===== src/rtl/adc_cap_pkg.sv =====
// Shared types for the DDR ADC capture block: FSM state encoding and trigger-mode codes.
package adc_cap_pkg;

  typedef enum logic [1:0] {
    ST_IDLE    = 2'd0,
    ST_ARMED   = 2'd1,
    ST_CAPTURE = 2'd2,
    ST_DONE    = 2'd3
  } cap_state_e;

  localparam logic [1:0] TRIG_IMMEDIATE = 2'd0;
  localparam logic [1:0] TRIG_EXTERNAL  = 2'd1;
  localparam logic [1:0] TRIG_THRESH    = 2'd2;
  localparam logic [1:0] TRIG_RESERVED  = 2'd3;

endpackage


===== src/rtl/adc_cap_fifo.sv =====
// Show-ahead synchronous FIFO with full/empty flags and a synchronous flush.
// A push while full is accepted when a pop happens in the same cycle.
module adc_cap_fifo #(
  parameter int W     = 14,
  parameter int DEPTH = 64
) (
  input  logic         clk,
  input  logic         rst,
  input  logic         flush_i,
  input  logic         push_i,
  input  logic [W-1:0] wdata_i,
  input  logic         pop_i,
  output logic [W-1:0] rdata_o,
  output logic         full_o,
  output logic         empty_o
);

  localparam int AW = $clog2(DEPTH);
  localparam logic [AW:0] PTR_ONE = {{AW{1'b0}}, 1'b1};

  logic [W-1:0] mem_q [DEPTH];
  logic [AW:0]  wr_q;
  logic [AW:0]  rd_q;
  logic         do_push;
  logic         do_pop;

  // Extra pointer MSB distinguishes full from empty when the indices match.
  assign empty_o = (wr_q == rd_q);
  assign full_o  = (wr_q[AW] != rd_q[AW]) && (wr_q[AW-1:0] == rd_q[AW-1:0]);
  assign do_pop  = pop_i && !empty_o;
  assign do_push = push_i && (!full_o || do_pop);
  assign rdata_o = empty_o ? '0 : mem_q[rd_q[AW-1:0]];

  always_ff @(posedge clk or posedge rst) begin
    if (rst) begin
      wr_q <= '0;
      rd_q <= '0;
    end else if (flush_i) begin
      wr_q <= '0;
      rd_q <= '0;
    end else begin
      if (do_push) wr_q <= wr_q + PTR_ONE;
      if (do_pop)  rd_q <= rd_q + PTR_ONE;
    end
  end

  always_ff @(posedge clk) begin
    if (do_push) mem_q[wr_q[AW-1:0]] <= wdata_i;
  end

endmodule


===== src/rtl/adc_ddr_capture.sv =====
// DDR ADC sample capture: lane assembly, triggering, decimation and a buffered output stream.
// Optional ramp test pattern (test_mode port) is built only when ADC_CAP_TEST_PATTERN_EN is defined.
module adc_ddr_capture
  import adc_cap_pkg::*;
#(
  parameter int LANES  = 8,
  parameter int DATA_W = 14,
  parameter int DEPTH  = 64
) (
  input  logic              clk,
  input  logic              rst,
  input  logic [LANES-1:0]  adc_rise,
  input  logic [LANES-1:0]  adc_fall,
  input  logic [1:0]        cfg_trig_mode,
  input  logic [15:0]       cfg_len,
  input  logic [3:0]        cfg_decim,
  input  logic              cfg_twos,
  input  logic [DATA_W-1:0] cfg_thresh,
  input  logic              start,
  input  logic              stop,
  input  logic              trig_in,
`ifdef ADC_CAP_TEST_PATTERN_EN
  input  logic              test_mode,
`endif
  output logic [DATA_W-1:0] m_data,
  output logic              m_valid,
  input  logic              m_ready,
  output logic              busy,
  output logic              done,
  output logic              ovf,
  output cap_state_e        dbg_state
);

  localparam int RAW_W = 2 * LANES;
  localparam logic [DATA_W-1:0] MSB_MASK = {1'b1, {(DATA_W-1){1'b0}}};

  cap_state_e        state_q, state_d;
  logic [RAW_W-1:0]  raw_in, raw_d, raw_q;
  logic [DATA_W-1:0] sample, prev_q;
  logic              trig_q, trig_hit;
  logic [15:0]       cnt_q, cnt_d, cnt_inc;
  logic [3:0]        dcnt_q, dcnt_d;
  logic              done_q, done_d, ovf_q, ovf_d;
  logic [1:0]        mode_q;
  logic [15:0]       len_q;
  logic [3:0]        decim_q;
  logic              twos_q;
  logic [DATA_W-1:0] thresh_q;
  logic              want_push, flush, pop_fire, push_ok;
  logic              fifo_full, fifo_empty;

  always_comb begin
    raw_in = '0;
    for (int l = 0; l < LANES; l++) begin
      raw_in[2*l+1] = adc_rise[l];
      raw_in[2*l]   = adc_fall[l];
    end
  end

`ifdef ADC_CAP_TEST_PATTERN_EN
  logic [RAW_W-1:0] ramp_q;
  always_ff @(posedge clk or posedge rst) begin
    if (rst) ramp_q <= '0;
    else     ramp_q <= ramp_q + {{(RAW_W-1){1'b0}}, 1'b1};
  end
  assign raw_d = test_mode ? ramp_q : raw_in;
`else
  assign raw_d = raw_in;
`endif

  if (DATA_W < RAW_W) begin : g_unused
    logic unused_raw_bits;
    assign unused_raw_bits = ^raw_q[RAW_W-1:DATA_W];
  end

  assign sample   = raw_q[DATA_W-1:0] ^ (twos_q ? MSB_MASK : '0);
  assign pop_fire = m_valid && m_ready;
  assign push_ok  = !fifo_full || pop_fire;
  assign cnt_inc  = cnt_q + 16'd1;

  always_comb begin
    case (mode_q)
      TRIG_EXTERNAL: trig_hit = trig_in && !trig_q;
      TRIG_THRESH:   trig_hit = (prev_q < thresh_q) && (sample >= thresh_q);
      default:       trig_hit = 1'b1;
    endcase
  end

  // start has priority everywhere: it re-arms and, outside IDLE, flushes the buffer.
  always_comb begin
    state_d   = state_q;
    cnt_d     = cnt_q;
    dcnt_d    = dcnt_q;
    done_d    = done_q;
    ovf_d     = ovf_q;
    want_push = 1'b0;
    flush     = 1'b0;
    if (start) begin
      state_d = ST_ARMED;
      cnt_d   = '0;
      dcnt_d  = '0;
      done_d  = 1'b0;
      ovf_d   = 1'b0;
      flush   = (state_q != ST_IDLE);
    end else begin
      case (state_q)
        ST_ARMED: begin
          if (stop) begin
            state_d = ST_IDLE;
          end else if (trig_hit) begin
            want_push = 1'b1;
            dcnt_d    = (decim_q == 4'd0) ? 4'd0 : 4'd1;
            state_d   = ST_CAPTURE;
          end
        end
        ST_CAPTURE: begin
          if (stop) begin
            state_d = ST_IDLE;
          end else begin
            want_push = (dcnt_q == 4'd0);
            dcnt_d    = (dcnt_q == decim_q) ? 4'd0 : dcnt_q + 4'd1;
          end
        end
        ST_DONE: state_d = ST_IDLE;
        default: state_d = state_q;
      endcase
      // Dropped samples raise ovf but never advance the length count.
      if (want_push) begin
        if (push_ok) begin
          cnt_d = cnt_inc;
          if (len_q != 16'd0 && cnt_inc == len_q) begin
            state_d = ST_DONE;
            done_d  = 1'b1;
          end
        end else begin
          ovf_d = 1'b1;
        end
      end
    end
  end

  always_ff @(posedge clk or posedge rst) begin
    if (rst) begin
      state_q  <= ST_IDLE;
      raw_q    <= '0;
      prev_q   <= '0;
      trig_q   <= 1'b0;
      cnt_q    <= '0;
      dcnt_q   <= '0;
      done_q   <= 1'b0;
      ovf_q    <= 1'b0;
      mode_q   <= TRIG_IMMEDIATE;
      len_q    <= '0;
      decim_q  <= '0;
      twos_q   <= 1'b0;
      thresh_q <= '0;
    end else begin
      state_q <= state_d;
      raw_q   <= raw_d;
      prev_q  <= sample;
      trig_q  <= trig_in;
      cnt_q   <= cnt_d;
      dcnt_q  <= dcnt_d;
      done_q  <= done_d;
      ovf_q   <= ovf_d;
      if (start) begin
        mode_q   <= cfg_trig_mode;
        len_q    <= cfg_len;
        decim_q  <= cfg_decim;
        twos_q   <= cfg_twos;
        thresh_q <= cfg_thresh;
      end
    end
  end

  adc_cap_fifo #(
    .W     (DATA_W),
    .DEPTH (DEPTH)
  ) u_fifo (
    .clk     (clk),
    .rst     (rst),
    .flush_i (flush),
    .push_i  (want_push && push_ok),
    .wdata_i (sample),
    .pop_i   (pop_fire),
    .rdata_o (m_data),
    .full_o  (fifo_full),
    .empty_o (fifo_empty)
  );

  assign m_valid   = !fifo_empty;
  assign busy      = (state_q != ST_IDLE);
  assign done      = done_q;
  assign ovf       = ovf_q;
  assign dbg_state = state_q;

endmodule


===== config.mk =====
export PLATFORM = sky130hd
export DESIGN_NAME = adc_ddr_capture
export DESIGN_NICKNAME = d
export VERILOG_FILES = /design/src/rtl/adc_cap_pkg.sv /design/src/rtl/adc_cap_fifo.sv /design/src/rtl/adc_ddr_capture.sv
export SDC_FILE = /design/constraint.sdc
export NUM_CORES = 1
export LEC_CHECK = 0
export ABC_AREA = 1
export CORE_AREA = 8 8 340 342
export CTS_CLUSTER_SIZE = 10
export DETAILED_ROUTE_END_ITERATION = 10
export DIE_AREA = 0 0 348 350
export GPL_TIMING_DRIVEN = 0
export SETUP_SLACK_MARGIN = 0.02
export SYNTH_ARGS = -nofsm -noshare
export SYNTH_HDL_FRONTEND = slang
export SYNTH_HIERARCHICAL = 1
export SYNTH_SLANG_ARGS = --single-unit

===== constraint.sdc =====
create_clock -name clk -period 6.1 [get_ports clk]
set_input_delay 1.22 -clock clk [delete_from_list [all_inputs] [get_ports clk]]
set_output_delay 1.22 -clock clk [all_outputs]
set_load 0.03 [all_outputs]

==> flow_metrics.env, run 1 <==
export IMPL_finalSetupViolCount=0
export IMPL_ys_types=42
export IMPL_rrSetupSlack_ns=0.48
export IMPL_drive_above_1_share_pct=8.86
export IMPL_setup_tns_ns=0
export IMPL_grt_pass1_vias=29500
export IMPL_synth_most_common_cell="nand2_1"
export IMPL_use_met2_pct=33.8
export IMPL_synth_edf_count=896
export IMPL_core_area_sq_mm=0.110
export IMPL_slew_violations=0
export IMPL_dr_total_vias=31800
export IMPL_required_ns=4.88
export IMPL_ys_top_cells_by_area="edfxtp_1 62%, nand2_1 14%, dfrtp_1 6.0%"
export IMPL_syn_num_nets=4412
export IMPL_ys_flop_type="edfxtp_1"
export IMPL_cts_sinks=1000
export IMPL_final_area_sq_mm=0.0506
export IMPL_hpwl_microns=94500
export IMPL_dp_cells=5928
export IMPL_synth_top_area_cell="edfxtp_1"
export IMPL_seq_area_frac_synth_pct=67.6
export IMPL_hold_start="decim_q[3]"
export IMPL_worst_slew_pin_slew_ns=1.14
export IMPL_numCtsBuffers=112
export IMPL_clk_path_buf_depth=3
export IMPL_power_leakage_nw=20.6
export IMPL_synth_area_sq_mm=0.0437
export IMPL_die_h_microns=350
export IMPL_drt_iter0_drc=3918
export IMPL_cts_setup_buffers=0
export IMPL_gp_congestion=0.944
export IMPL_post_route_period_util_pct=97.9
export IMPL_nets=4652
export IMPL_postLayoutSetupSlackWorst_ns=0.126
export IMPL_synth_commonest_cells="1574 x nand2_1, 896 x edfxtp_1, 434 x nand3_1, 421 x inv_1, 372 x nor2_1"
export IMPL_num_rows=122
export IMPL_synth_warnings=6
export IMPL_outcome="finished, final reports clean"
export IMPL_setup_worst_path_class="flop to primary output"
export IMPL_placedInstanceArea_sq_mm=0.0473
export IMPL_postSynthCellCount=4316
export IMPL_first_pass_iters=6
export IMPL_drc=0
export IMPL_crit_arrival_ns=4.75
export IMPL_cts_root_buffer_cell="clkbuf_16"
export IMPL_drv_cap=0
export IMPL_clock_latency_ns=0.70
export IMPL_dp_worst_setup_slack_ns=-0.249
export IMPL_grt_pass1_wl_microns=198000
export IMPL_cp_max_fo=10
export IMPL_syn2layout_area_growth_pct=15.8
export IMPL_avgSynthCellArea_sq_um=10.1
export IMPL_grt_antenna_before_repair=1
export IMPL_grt_overflow=0
export IMPL_power_density_mw_per_mm2=401
export IMPL_synth_top_area_share_pct=61.6
export IMPL_min_period_ns=5.97
export IMPL_final_cells=6108
export IMPL_grt_max_degree=71
export IMPL_grt_setup_unrepaired="no"
export IMPL_grt_busiest_layer="met2"
export IMPL_cp_start_kind="flop"
export IMPL_hold_slack_ns=0.518
export IMPL_io_pins=79
export IMPL_io_buffers=75
export IMPL_crit_chain="inv_2 -> nor2_1 -> clkbuf_1 -> and3_1 -> nor2_1 -> nand2_1 -> nand3_1 -> a21oi_1 -> clkdlybuf4s50_1"
export IMPL_cts_tree="built"
export IMPL_holdBufCountCts=0
export IMPL_hold_viol=0
export IMPL_utilization_pct=46.0
export IMPL_cp_startpoint="u_fifo/rd_q[3]"
export IMPL_crit_slowest_cell="nor2_1"
export IMPL_clk_transition_reported_paths_ns=0.06
export IMPL_rr_startpoint="u_fifo/rd_q[0]"
export IMPL_crit_path_end_kind="primary output"
export IMPL_ys_seq_elements=1000
export IMPL_wirelength_microns=138000
export IMPL_async_flop_share_pct=10.4
export IMPL_hold_path_class="flop to flop"
export IMPL_grt_use_met3_pct=4.56
export IMPL_cts_htree_levels=3
export IMPL_die_w_microns=348
export IMPL_vias_per_cell=5.20
export IMPL_initial_core_util_pct=39.7
export IMPL_ir_drop_mv=0.265
export IMPL_relSlewSlack_pct=23.6
export IMPL_dieArea_sq_mm=0.122
export IMPL_fmax_mhz=167
export IMPL_ant_nets=0
export IMPL_globalRouteMet1Util_pct=31.0
export IMPL_post_drt_wl_per_cell_microns=22.5
export IMPL_power_mw=20.3
export IMPL_grt_use_total_pct=22.0
export IMPL_cpMostUsedCell="nor2_1"
export IMPL_clock_skew_ns=0.0492
export IMPL_crit_path_max_incr_delay_ns=0.89
power by group:
part	switching [mW]	leakage (nW)	total [mW]	internal, mW
Sequential	0.109	9.35	7.65	7.54
Combinational	4.80	9.73	6.52	1.72
Clock	2.60	1.55	6.12	3.52
layer usage:
metal / vias to the layer above / share of wire [%]
met3: 273 / 10
met2: 1645 / 44
met5: - / 0.0095
met4: 2 / 3.7
met1: 15300 / 42
li1: 14600 / -
what timing repair did:
action,4_1_cts,5_1_grt
gates resized for setup,2,1
hold endpoints to repair,0,0
endpoints found under the setup margin,18,8
worst max-delay path: cells and delay by family, from the launching register on:
kind	cells	cell delay (ns)
buf+inv	3	1.59
compound gates	1	0.53
simple gates	5	1.47
flops	1	0.44
cells in the final DEF, fill, tap and decap left out, drive strengths merged, types with 37 or more instances in the layout:
cell type,instances
nand2,1582
edfxtp,896
nand3,438
inv,431
nor2,382
clkbuf,227
buf,190
o21ai,152
dfrtp,104
clkdlybuf4s50,75
ha,37
layout make-up:
type,instances,area [sq um]
fill,10200,59500
clock buffer,165,3080
inverter,433,1630
timing repair buffer,126,1600
tap,1488,1860
buffer,201,971
sequential,1000,29600
antenna,4,10.0
clock inverter,9,145
multi-input combinational,2682,11700
final timing paths:
kind	endpoint	depth (start not counted)
min in group asynchronous	len_q[9]	2
max in group asynchronous	raw_q[7]	3
max	m_data[12]	9
min reg2reg	decim_q[3]	2
max reg2reg	u_fifo/mem_q[51][10]	20
min	decim_q[3]	2
state kept, by name (all words and copies together) (netlist names):
register      cells
len_q            16
ovf               1
cnt_q            16
u_fifo/mem_q    896
twos_q            1
dcnt_q            4
raw_q            14
trig_q            1
u_fifo/rd_q       7
mode_q            2
u_fifo/wr_q       7
decim_q           4
done              1
prev_q           14
dbg_state         2
thresh_q         14
cell families (layout without fill, tap and decap cells):
group | Yosys count | in the layout | synth area share (%)
AO/OA/AOI/OAI | 190 | 190 | 2.27
XOR/XNOR | 16 | 16 | 0.321
adder cells (fa/ha/maj) | 37 | 37 | 1.06
buffers and inverters | 634 | 934 | 5.95
flip-flops | 1000 | 1000 | 67.6
other | 0 | 4 | 0
AND/OR/NAND/NOR | 2439 | 2439 | 22.8
Power figures use the tool's default switching activity.
==> run 2: changes to the inputs <==
--- a/config.mk
+++ b/config.mk
@@ -10,7 +10,6 @@
 export CTS_CLUSTER_SIZE = 10
 export DETAILED_ROUTE_END_ITERATION = 10
 export DIE_AREA = 0 0 348 350
-export GPL_TIMING_DRIVEN = 0
 export SETUP_SLACK_MARGIN = 0.02
 export SYNTH_ARGS = -nofsm -noshare
 export SYNTH_HDL_FRONTEND = slang
==> run 2 against run 1 <==
Net effect: setup slack improved by 0.34 ns; largest power group unchanged; count of clock-buffer cells in the layout down 11; combinational power down 14%; register-to-register slack better by 0.77 ns; clock skew down 0.017 ns; global-route usage decreased by 4.1 points; sequential share of layout area grew 0.98 points.
==> flow_metrics.env, run 2 (synthesis results as in run 1) <==
export IMPL_internal_power_mw=12.6
export IMPL_min_period_ns=5.64
export IMPL_whs_endpoint="decim_q[1]"
export IMPL_final_cell_mix="1574 x nand2_1, 896 x edfxtp_1, 434 x nand3_1, 418 x inv_1, 371 x nor2_1"
export IMPL_numCtsBuffers=113
export IMPL_final_seq_area_sq_mm=0.0295
export IMPL_clk_transition_reported_paths_ns=0.06
export IMPL_dr_total_vias=29600
export IMPL_r2r_cells=17
export IMPL_die_h_microns=350
export IMPL_drt_iter0_drc=2625
export IMPL_cts_root_buffer_cell="clkbuf_16"
export IMPL_hpwl_microns=63200
export IMPL_relSlewSlack_pct=12.4
export IMPL_die_w_microns=348
export IMPL_vias_per_cell=4.95
export IMPL_syn2layout_area_growth_pct=13.8
export IMPL_grt_overflow=0
export IMPL_outcome="finished, final reports clean"
export IMPL_cp_max_fo=206
export IMPL_p_sw_share_pct=34.7
export IMPL_crit_chain="buf_12 -> or2_2 -> o21ai_0 -> a21oi_1 -> nor2_1 -> nand2_1 -> nand3_1 -> a21oi_1 -> clkdlybuf4s50_1"
export IMPL_grt_max_degree=207
export IMPL_clkPwrFrac_pct=31.1
export IMPL_clock_latency_ns=0.70
export IMPL_required_ns=4.88
export IMPL_cts_tree="built"
export IMPL_grt_pass1_vias=27600
export IMPL_crit_arrival_ns=4.42
export IMPL_initial_core_util_pct=39.7
export IMPL_hold_viol=0
export IMPL_p_comb_share_pct=29.1
export IMPL_clock_skew_ns=0.0323
export IMPL_core_area_sq_mm=0.110
export IMPL_post_route_period_util_pct=92.4
export IMPL_holdBufCountCts=0
export IMPL_wirelength_microns=112000
export IMPL_cts_htree_levels=3
export IMPL_drive_above_1_share_pct=7.23
export IMPL_setup_worst_path_class="flop to primary output"
export IMPL_drv_cap=0
export IMPL_timing_rr_end="u_fifo/mem_q[60][8]"
export IMPL_first_pass_iters=6
export IMPL_dieArea_sq_mm=0.122
export IMPL_io_pins=79
export IMPL_placedInstanceArea_sq_mm=0.0465
export IMPL_fmax_mhz=177
export IMPL_crit_slowest_cell="clkdlybuf4s50_1"
export IMPL_largest_reg_flops=896
export IMPL_finalSetupViolCount=0
export IMPL_cts_resized=0
export IMPL_seq_power_share_pct=39.8
export IMPL_crit_path_max_incr_delay_ns=0.77
export IMPL_ant_nets=0
export IMPL_crit_path_end_kind="primary output"
export IMPL_slew_violations=0
export IMPL_drc=0
export IMPL_hold_start="decim_q[1]"
export IMPL_worst_slew_pin_slew_ns=1.31
export IMPL_diodes=0
export IMPL_rrSetupSlack_ns=1.25
export IMPL_rr_startpoint="u_fifo/rd_q[0]"
export IMPL_grt_antenna_before_repair=0
export IMPL_gp_congestion=0.844
export IMPL_io_buffers=76
export IMPL_cts_setup_buffers=0
export IMPL_power_net_switching_mw=6.68
export IMPL_clk_path_buf_depth=3
export IMPL_nets=4527
export IMPL_power_leakage_nw=20.4
export IMPL_path_buf_inv=2
export IMPL_cts_sinks=1000
export IMPL_power_density_mw_per_mm2=388
export IMPL_final_common_cell="nand2_1"
export IMPL_num_rows=122
export IMPL_setup_tns_ns=0
export IMPL_multi_input_area_sq_mm=0.0116
export IMPL_crit_family="buffers and inverters"
export IMPL_hold_depth=2
export IMPL_post_drt_wl_per_cell_microns=18.7
export IMPL_n_fill_cell=10200
export IMPL_grt_use_total_pct=17.9
export IMPL_grt_setup_unrepaired="no"
export IMPL_cp_start_kind="flop"
export IMPL_grt_pass1_wl_microns=168000
export IMPL_cpMostUsedCell="a21oi_1"
export IMPL_ir_drop_mv=0.445
export IMPL_final_area_sq_mm=0.0497
export IMPL_hold_path_class="flop to flop"
-- run 2: cell count changes in the layout (fill, tap and decap cells not counted), sizes merged --
cell    delta
bufinv     -2
diode      -4
inv        +2
clkbuf    -73
clkinv     +3
buf       -64
-- run 2: worst reg2reg max path, stage by stage (launching register included) --
cell and delay [ns]:
dfrtp_4 0.68, buf_12 0.55, nand2_1 0.51, nand2_1 0.10
nor2_1 0.04, nand2_1 0.11, nor2_2 0.06, nand2_1 0.09
inv_1 0.29, o21ai_0 0.30, buf_4 0.22, nand3_4 0.10
nor2_4 0.22, nand2_4 0.17, inv_2 0.23, nand4_4 0.36
nor2_1 0.22, buf_4 0.27
-- run 2: metal layers --
layer  share of wire [%]  wire length, microns  track usage [%]
met5                   0                     0                0
met4                 2.4                  2680             5.08
met3                 6.7                  7430             3.16
met2                  45                 50300             27.9
met1                  46                 51200             25.8
-- run 2: worst max path at each step --
stage                                      to            from  cells after the start
after floorplan           u_fifo/mem_q[15][0]          twos_q                     17
after global placement              m_data[4]  u_fifo/rd_q[0]                      9
after detailed placement            m_data[9]  u_fifo/rd_q[0]                     10
after CTS                           m_data[9]  u_fifo/rd_q[0]                     10
after global routing                m_data[6]  u_fifo/rd_q[0]                     13
final                               m_data[4]  u_fifo/rd_q[0]                      9
-- run 2: layout make-up --
| cell class | count | area share, % |
|---|---|---|
| Clock buffer | 154 | 6.16 |
| Inverter | 433 | 3.31 |
| Multi-Input combinational cell | 2682 | 23.3 |
| Timing Repair Buffer | 201 | 3.84 |
| Clock inverter | 12 | 0.209 |
| Sequential cell | 1000 | 59.4 |
| Tap cell | 1488 | 3.75 |
-- run 2: power groups by stage --
| stage | Clock [mW] | Sequential, mW | Combinational [mW] |
|---|---|---|---|
| 2_1_floorplan | 0 | 7.75 | 3.69 |
| 3_3_place_gp | 0 | 7.80 | 5.54 |
| 3_5_place_dp | 0 | 7.80 | 5.58 |
| 4_1_cts | 6.14 | 7.66 | 5.59 |
| 5_1_grt | 6.38 | 7.67 | 6.15 |
| 6_report | 6.00 | 7.67 | 5.61 |
-- run 2: stage by stage --
stage	hold slack [ns]	worst slack [ns]	cells	util [%]	total power, mW
global route	0.516	0.311	5970	45.2	20.2
CTS	0.513	0.596	5970	45.2	19.4
floorplan	0.461	0.991	4316	-	11.4
finish	0.511	0.461	5970	45.2	19.3
detailed placement	0.495	1.36	5804	42.3	13.4
global placement	0.474	1.36	5804	42.3	13.3
